File: src/rtl/bcd_ascii_streamer.sv
// Streams a captured packed-BCD number as ASCII decimal bytes over valid/ready,
// with optional leading-zero suppression and CR LF termination.
module bcd_ascii_streamer #(
  parameter int DIGITS        = 16,
  parameter bit SUPPRESS_ZERO = 1'b1,
  parameter bit APPEND_CRLF   = 1'b1
) (
  input  logic                  clk,
  input  logic                  rst_n,
  input  logic [4*DIGITS-1:0]   bcd_in,
  input  logic                  bcd_valid,
  output logic [7:0]            tx_data,
  output logic                  tx_valid,
  input  logic                  tx_ready,
  output logic                  busy,
  output logic                  err
);

  localparam int IDX_W = (DIGITS > 1) ? $clog2(DIGITS) : 1;

  typedef enum logic [2:0] {IDLE, SKIP, LOAD, SEND, CR, LF, FIN} state_t;

  state_t              state_q, state_d;
  logic [IDX_W-1:0]    idx_q, idx_d;
  logic                prev_q, prev_d;
  logic [7:0]          tx_data_q, tx_data_d;
  logic                tx_valid_q, tx_valid_d;
  logic                busy_q, busy_d;
  logic                err_q, err_d;
  logic [4*DIGITS-1:0] bcd_q, bcd_d;

  logic                start;
  logic [3:0]          cur_digit;

  function automatic logic [7:0] to_ascii(input logic [3:0] d);
    return (d > 4'd9) ? 8'h3F : {4'h3, d};
  endfunction

  assign start     = bcd_valid & ~prev_q;
  assign cur_digit = bcd_q[{idx_q, 2'b00} +: 4];

  always_comb begin
    state_d    = state_q;
    idx_d      = idx_q;
    prev_d     = bcd_valid;
    tx_data_d  = tx_data_q;
    tx_valid_d = tx_valid_q;
    busy_d     = busy_q;
    err_d      = err_q;
    bcd_d      = bcd_q;
    case (state_q)
      IDLE: begin
        if (start) begin
          bcd_d   = bcd_in;
          idx_d   = IDX_W'(DIGITS - 1);
          err_d   = 1'b0;
          busy_d  = 1'b1;
          state_d = SUPPRESS_ZERO ? SKIP : LOAD;
        end
      end
      SKIP: begin
        // The least significant digit is always sent, even when zero.
        if (cur_digit == 4'd0 && idx_q != '0) idx_d = idx_q - 1'b1;
        else                                  state_d = LOAD;
      end
      LOAD: begin
        tx_data_d  = to_ascii(cur_digit);
        tx_valid_d = 1'b1;
        if (cur_digit > 4'd9) err_d = 1'b1;
        state_d    = SEND;
      end
      SEND: begin
        if (tx_ready) begin
          tx_valid_d = 1'b0;
          if (idx_q != '0) begin
            idx_d   = idx_q - 1'b1;
            state_d = LOAD;
          end else begin
            state_d = APPEND_CRLF ? CR : FIN;
          end
        end
      end
      CR, LF: begin
        // First cycle in the state loads the byte; afterwards hold until accepted.
        if (!tx_valid_q) begin
          tx_data_d  = (state_q == CR) ? 8'h0D : 8'h0A;
          tx_valid_d = 1'b1;
        end else if (tx_ready) begin
          tx_valid_d = 1'b0;
          state_d    = (state_q == CR) ? LF : FIN;
        end
      end
      FIN: begin
        tx_valid_d = 1'b0;
        busy_d     = 1'b0;
        state_d    = IDLE;
      end
      default: state_d = IDLE;
    endcase
  end

  always_ff @(posedge clk or negedge rst_n) begin
    if (!rst_n) begin
      state_q    <= IDLE;
      idx_q      <= '0;
      prev_q     <= 1'b0;
      tx_data_q  <= 8'h00;
      tx_valid_q <= 1'b0;
      busy_q     <= 1'b0;
      err_q      <= 1'b0;
    end else begin
      state_q    <= state_d;
      idx_q      <= idx_d;
      prev_q     <= prev_d;
      tx_data_q  <= tx_data_d;
      tx_valid_q <= tx_valid_d;
      busy_q     <= busy_d;
      err_q      <= err_d;
    end
  end

  // Captured number is pure data; it is only read after a capture.
  always_ff @(posedge clk) begin
    bcd_q <= bcd_d;
  end

  assign tx_data  = tx_data_q;
  assign tx_valid = tx_valid_q;
  assign busy     = busy_q;
  assign err      = err_q;

endmodule

File: config.mk
export PLATFORM = sky130hd
export DESIGN_NAME = bcd_ascii_streamer
export DESIGN_NICKNAME = d
export VERILOG_FILES = /design/src/rtl/bcd_ascii_streamer.sv
export SDC_FILE = /design/constraint.sdc
export NUM_CORES = 1
export LEC_CHECK = 0
export CAP_MARGIN = 25
export CORE_AREA = 2 2 103 95
export DETAILED_ROUTE_END_ITERATION = 8
export DIE_AREA = 0 0 105 97
export GPL_TIMING_DRIVEN = 0
export HOLD_SLACK_MARGIN = 0.03
export PLACE_DENSITY = 0.65
export RECOVER_POWER = 50
export SETUP_SLACK_MARGIN = 0.05
export SLEW_MARGIN = 20
export SYNTH_ARGS = -nofsm -noshare
export SYNTH_HDL_FRONTEND = slang
export SYNTH_SLANG_ARGS = --single-unit
File: constraint.sdc
create_clock -name clk -period 10.6 [get_ports clk]
set_input_delay 1.59 -clock clk [delete_from_list [all_inputs] [get_ports clk]]
set_output_delay 1.59 -clock clk [all_outputs]
set_load 0.1 [all_outputs]
==> flow_summary.toml, run 1 <==
[run_status]
outcome = "complete, no violations"

[worst_setup_path]
r2r_cells = 7
r2r_setup_slack_ns = 7.79
path_cells = "buf_4 > clkdlybuf4s50_1"
arrival_ns = 1.97
crit_fanout = 4
path_class = "flop to output pin"
cp.required_ns = 9.01
worst_setup_path_end_kind = "output pin"
cpPeakStageDelay_ns = 1.11
r2r-end = "idx_q[0]"
crit_buf_inv = 2
cpMaxStageDelayCell = "clkdlybuf4s50_1"
worstSetupStartpointType = "flop"
r2r-start = "idx_q[0]"
crit_family = "buffers and inverters"

[global_route]
grt_pass1_vias = 2201
overflow = 0
grt_pass1_wl_mm = 10.7
grt_start_max_net_pins = 31
antenna_found_initial = 0
track_usage_pct = 13.7

[cts]
cts_root_buf = "clkbuf_8"
cts_resized = 0
cts_hold_buf = 0
clock_path_buffers = 2
clk_latency_ns = 0.35
tritoncts = "yes"
post_cts_buffers = 0
clock-sinks = 80
htreeDepth = 3
clk_pin_slew_ns = 0.08
cts_buffers = 9

[die]
start_util_pct = 38.0
dieHeight_um = 97
io_pins = 79
dieArea_um2 = 10200
core_um2 = 9000
die_w_um = 105
row_count = 33

[synth]
synth_commonest_cells = "edfxtp_1, nand2_1, dfrtp_1, nor2_1, mux4_2"
ys_types = 42
synth.most_common_cell = "edfxtp_1"
synth_edf_count = 64
synth_area_leaders = "edfxtp_1, dfrtp_1, mux4_2"
async_reset_ff_share_pct = 20.0
ys.flop_type = "edfxtp_1"
synth_top_area_share_pct = 56.2
synth_area_um2 = 3420
avgSynthCellArea_um2 = 15.5
ys_seq_area_share_pct = 67.9
netlist_instances = 220
synth-seq-cells = 80
yosysTopAreaCell = "edfxtp_1"
synth_warnings = 0

[worst_hold_path]
holdPathStages = 2
min_from = "tx_data[1]"
hp-class = "flop to flop"
min_to = "tx_data[1]"

[pwr]
vdd_drop_max_uv = 119
cellLeakagePower_nw = 1.66
total_power_mw = 1.07
p_per_area_nw_per_um2 = 235

[place]
numPortBuffers = 76
gp_congestion = 0.787
hpwlAfterDp_mm = 4.81

[timing]
finalCritPeriodShare_pct = 33.6
hold_violations = 0
setup_viol = 0
rsz0062_at_grt = "false"
drv_slew = 0
clock_skew_ns = 0.0112
max_slew.worst_pin.slew_ns = 0.973
period_minus_slack_ns = 3.56
slew-limit-headroom_pct = 34.9
fin_tns_setup_ns = 0
fmax_mhz = 281

[routing]
drt-total-wl_mm = 6.53
drc_errors = 0
vias_per_cell = 4.80
drt-initial-drc-count = 78
wl_per_cell_um = 14.9
ant_nets = 0
routed-via-count = 2097
firstDrtPassIters = 5

[finish]
layout-drive-gt1-share_pct = 14.3
area_growth_pct = 33.2
diodes = 0
fin_nets = 380

[job]
maxCapViolCount = 0
==> flip-flops by register name (all words and copies together), names as in the netlist <==
| name | cells |
|---|---|
| idx_q | 4 |
| tx_data | 5 |
| err | 1 |
| bcd_q | 64 |
| busy | 1 |
| prev_q | 1 |
| state_q | 3 |
| tx_valid | 1 |
==> kinds of logic (layout without fill, tap and decap cells) <==
family | after synthesis | after routing | synth area share, %
mux | 20 | 20 | 11.3
flops | 80 | 80 | 67.9
other cells | 1 | 2 | 0.110
simple gates | 60 | 60 | 8.82
compound gates | 39 | 39 | 7.90
fa+ha+maj | 2 | 2 | 0.732
buf+inv | 18 | 112 | 3.22
==> metal layers <==
| layer | vias to the layer above | global-route usage, % | part of all wire [%] |
|---|---|---|---|
| li1 | 1027 | - | - |
| met1 | 991 | 18.4 | 47 |
| met2 | 74 | 21.3 | 46 |
| met3 | 5 | 4.78 | 6.3 |
| met4 | 0 | 3.38 | 0.66 |
| met5 | - | 0 | 0 |
==> area by class of cell <==
| class | instances | area, µm² |
|---|---|---|
| Timing Repair Buffer | 78 | 801 |
| Fill cell | 842 | 4450 |
| Clock inverter | 6 | 52.6 |
| Sequential cell | 80 | 2320 |
| Multi-Input combinational cell | 123 | 997 |
| Tap cell | 122 | 153 |
| Buffer | 12 | 80.1 |
| Clock buffer | 10 | 128 |
| Inverter | 6 | 22.5 |
==> power breakdown <==
group,total [mW],switching [mW],internal (mW)
clock network,0.205,0.116,0.0888
registers,0.402,0.0267,0.376
logic,0.463,0.280,0.184
==> how the worst max path moves through the flow <==
stage / start / to / slack (ns) / cells past startpoint
floorplan: bcd_valid / bcd_q[0] / 5.57 / 3
global placement: bcd_valid / bcd_q[19] / 3.96 / 4
detailed placement: bcd_valid / bcd_q[31] / 7.30 / 5
CTS: tx_data[4] / tx_data[5] / 7.01 / 2
global route: tx_data[4] / tx_data[5] / 6.95 / 2
finish: tx_data[4] / tx_data[5] / 7.04 / 2
==> worst reg2reg max path: stages, from the launching register on <==
cell	delay [ns]
dfrtp_1	0.45
clkbuf_1	0.64
mux4_2	0.60
a22oi_1	0.18
and3_1	0.30
a31o_4	0.24
mux2i_1	0.19
a21oi_1	0.08
==> cells in the final DEF (no fill, tap or decap), types with 2 or more instances in the layout <==
master / Yosys / routed
clkbuf_8: 0 / 9
a31oi_1: 2 / 2
o21ai_0: 10 / 10
inv_1: 6 / 6
buf_6: 4 / 3
nor2_1: 14 / 13
dfrtp_1: 16 / 16
nor3_1: 2 / 2
inv_6: 0 / 2
nand3_1: 8 / 8
a22oi_1: 4 / 4
mux4_1: 3 / 3
clkinvlp_4: 0 / 2
buf_4: 3 / 3
a22o_1: 2 / 2
nand4_1: 2 / 2
clkbuf_1: 4 / 6
conb_1: 1 / 2
nand2_1: 18 / 18
edfxtp_1: 64 / 64
clkdlybuf4s50_1: 0 / 9
a21oi_1: 9 / 9
nor2b_1: 6 / 6
dlygate4sd3_1: 0 / 67
buf_12: 0 / 2
and3_4: 2 / 2
mux4_2: 11 / 11
and3_1: 2 / 3
ha_1: 2 / 2
mux2i_1: 6 / 6
==> stage by stage <==
stage	instance area, µm²	hold WS (ns)	worst slack [ns]	instances	utilization [%]
floorplan	3420	0.572	5.57	221	-
CTS	4560	0.494	7.01	437	50.7
global placement	4340	0.471	3.96	419	48.2
detailed placement	4380	0.475	7.30	421	48.7
finish	4560	0.491	7.04	437	50.6
global route	4560	0.501	6.95	437	50.6
No activity file was read; power rests on OpenSTA's default activity.
==> run 2: changes to the inputs <==
Clock period 10.6 ns to 3.6 ns, I/O delays scaled along.
==> run 2 against run 1 <==
Net effect: sequential share of layout area decreased by 0.58 points; clock skew is 0.00077 ns higher; flip-flop and latch count unchanged; critical path depth stayed put; register-to-register slack worse by 6.5 ns; combinational power increased to 3.0 times the previous value; count of clock-buffer cells in the layout is 1 lower; final area increased by 1.2%; die area did not move; cell count down 0.23%; via count shrank 0.33%; largest power group unchanged.
==> flow_summary.toml, run 2 (same netlist as run 1, synthesis figures left out) <==
[cts]
clk_latency_ns = 0.36
cts_root_buf = "clkbuf_8"
cts_hold_buf = 0
post_cts_buffers = 0
clock-sinks = 80
cts_buffers = 9
htreeDepth = 3
tritoncts = "yes"
cts_resized = 0
clock_path_buffers = 2
clk_pin_slew_ns = 0.08

[place]
gp_congestion = 0.821
numPortBuffers = 76
hpwlAfterDp_mm = 4.88
placed_cell_area_um2 = 4390

[global_route]
overflow = 0
grt_util_met1_pct = 19.1
grt_start_max_net_pins = 29
grt_most_used_layer = "met2"
use_met2_pct = 21.7
grt_pass1_wl_mm = 11.1
antenna_found_initial = 0
track_usage_pct = 14.2
gr-usage-met3_pct = 4.11
grt_pass1_vias = 2162

[timing]
fmax_mhz = 397
clock_skew_ns = 0.0119
setup_viol = 0
slew-limit-headroom_pct = 34.9
drv_slew = 0
finalCritPeriodShare_pct = 69.9
rsz0062_at_grt = "false"
fin_tns_setup_ns = 0
timing.hold.ws_ns = 0.488
hold_violations = 0
max_slew.worst_pin.slew_ns = 0.973
period_minus_slack_ns = 2.52

[finish]
final_core_util_pct = 51.2
layout-drive-gt1-share_pct = 15.0
area_growth_pct = 34.8
final_cell_mix = "dlygate4sd3_1, edfxtp_1, nand2_1, dfrtp_1, nor2_1"
largest_reg_flops = 64
final_area_um2 = 4610
fin_nets = 380
diodes = 0
final_common_cell = "dlygate4sd3_1"
top_register = "bcd_q"

[die]
row_count = 33
io_pins = 79
core_um2 = 9000
dieArea_um2 = 10200
dieHeight_um = 97
start_util_pct = 38.0
die_w_um = 105

[routing]
vias_per_cell = 4.79
drc_errors = 0
ant_nets = 0
wl_per_cell_um = 15.2
firstDrtPassIters = 4
routed-via-count = 2090
drt-initial-drc-count = 74
drt-total-wl_mm = 6.64

[pwr]
switchingPower_mw = 1.25
seqPwrFrac_pct = 36.1
total_power_mw = 3.30
p_per_area_nw_per_um2 = 715
clkPwrFrac_pct = 22.1
p_comb_share_pct = 41.9
swShare_pct = 37.8
p_int_mw = 2.05
vdd_drop_max_uv = 320
cellLeakagePower_nw = 1.68

[worst_hold_path]
hp-class = "flop to flop"

[worst_setup_path]
path_class = "flop to output pin"
arrival_ns = 1.98
worstSetupStartpointType = "flop"
worst_setup_path_end_kind = "output pin"
crit_fanout = 4
cp.required_ns = 3.06

[job]
maxCapViolCount = 0

[run_status]
outcome = "complete, no violations"
-- run 2: changes by cell type in the layout (fill, tap and decap cells not counted), sizes merged --
cell    previous run  this run
inv                9         8
clkbuf            15        13
buf                9        10
clkinv             1         0
bufinv             0         2
-- run 2: path summary, 6_finish.rpt --
| kind | start | end | slack (ns) | depth (start not counted) |
|---|---|---|---|---|
| worst max-delay path | tx_data[4] | tx_data[5] | 1.08 | 2 |
| worst min-delay path | tx_data[1] | tx_data[1] | 0.49 | 2 |
| worst max register to register | idx_q[0] | idx_q[0] | 1.34 | 7 |
| worst min register to register | tx_data[1] | tx_data[1] | 0.49 | 2 |
| max in group asynchronous | rst_n | idx_q[1] | 2.43 | 1 |
| min in group asynchronous | rst_n | state_q[0] | 0.69 | 1 |
-- run 2: metrics by stage --
| step | cells | worst slack [ns] |
|---|---|---|
| 4_1_cts | 436 | 1.05 |
| 2_1_floorplan | 221 | 0.596 |
| 3_5_place_dp | 421 | 1.08 |
| 5_1_grt | 436 | 1.01 |
| 6_report | 436 | 1.08 |
| 3_3_place_gp | 419 | -0.507 |
-- run 2: cell type report --
class | count | area (µm²)
fillers | 787 | 4390
flip-flops and latches | 80 | 2320
multi-input cells | 123 | 998
repair buffers | 78 | 808
well taps | 122 | 153
clock buffers | 9 | 124
clock inverters | 6 | 92.6
plain buffers | 12 | 87.6
inverters | 6 | 22.5
-- run 2: power by group through the flow --
stage          clock network [mW]  logic [mW]  registers, mW
5_1_grt                     0.779        1.49           1.20
3_3_place_gp                    0        1.39           1.21
6_report                    0.727        1.38           1.19
3_5_place_dp                    0        1.40           1.21
2_1_floorplan                   0       0.799           1.45
4_1_cts                     0.751        1.41           1.19
-- run 2: critical path: stages, from the launching register on --
cell and delay, ns:
dfrtp_1 0.39, buf_4 0.12, clkdlybuf4s50_1 1.11
-- run 2: routing by layer --
metal	share of wire [%]	vias to the layer above
li1	-	1026
met3	6.1	11
met1	47	975
met5	0	-
met4	1.7	0
met2	45	78
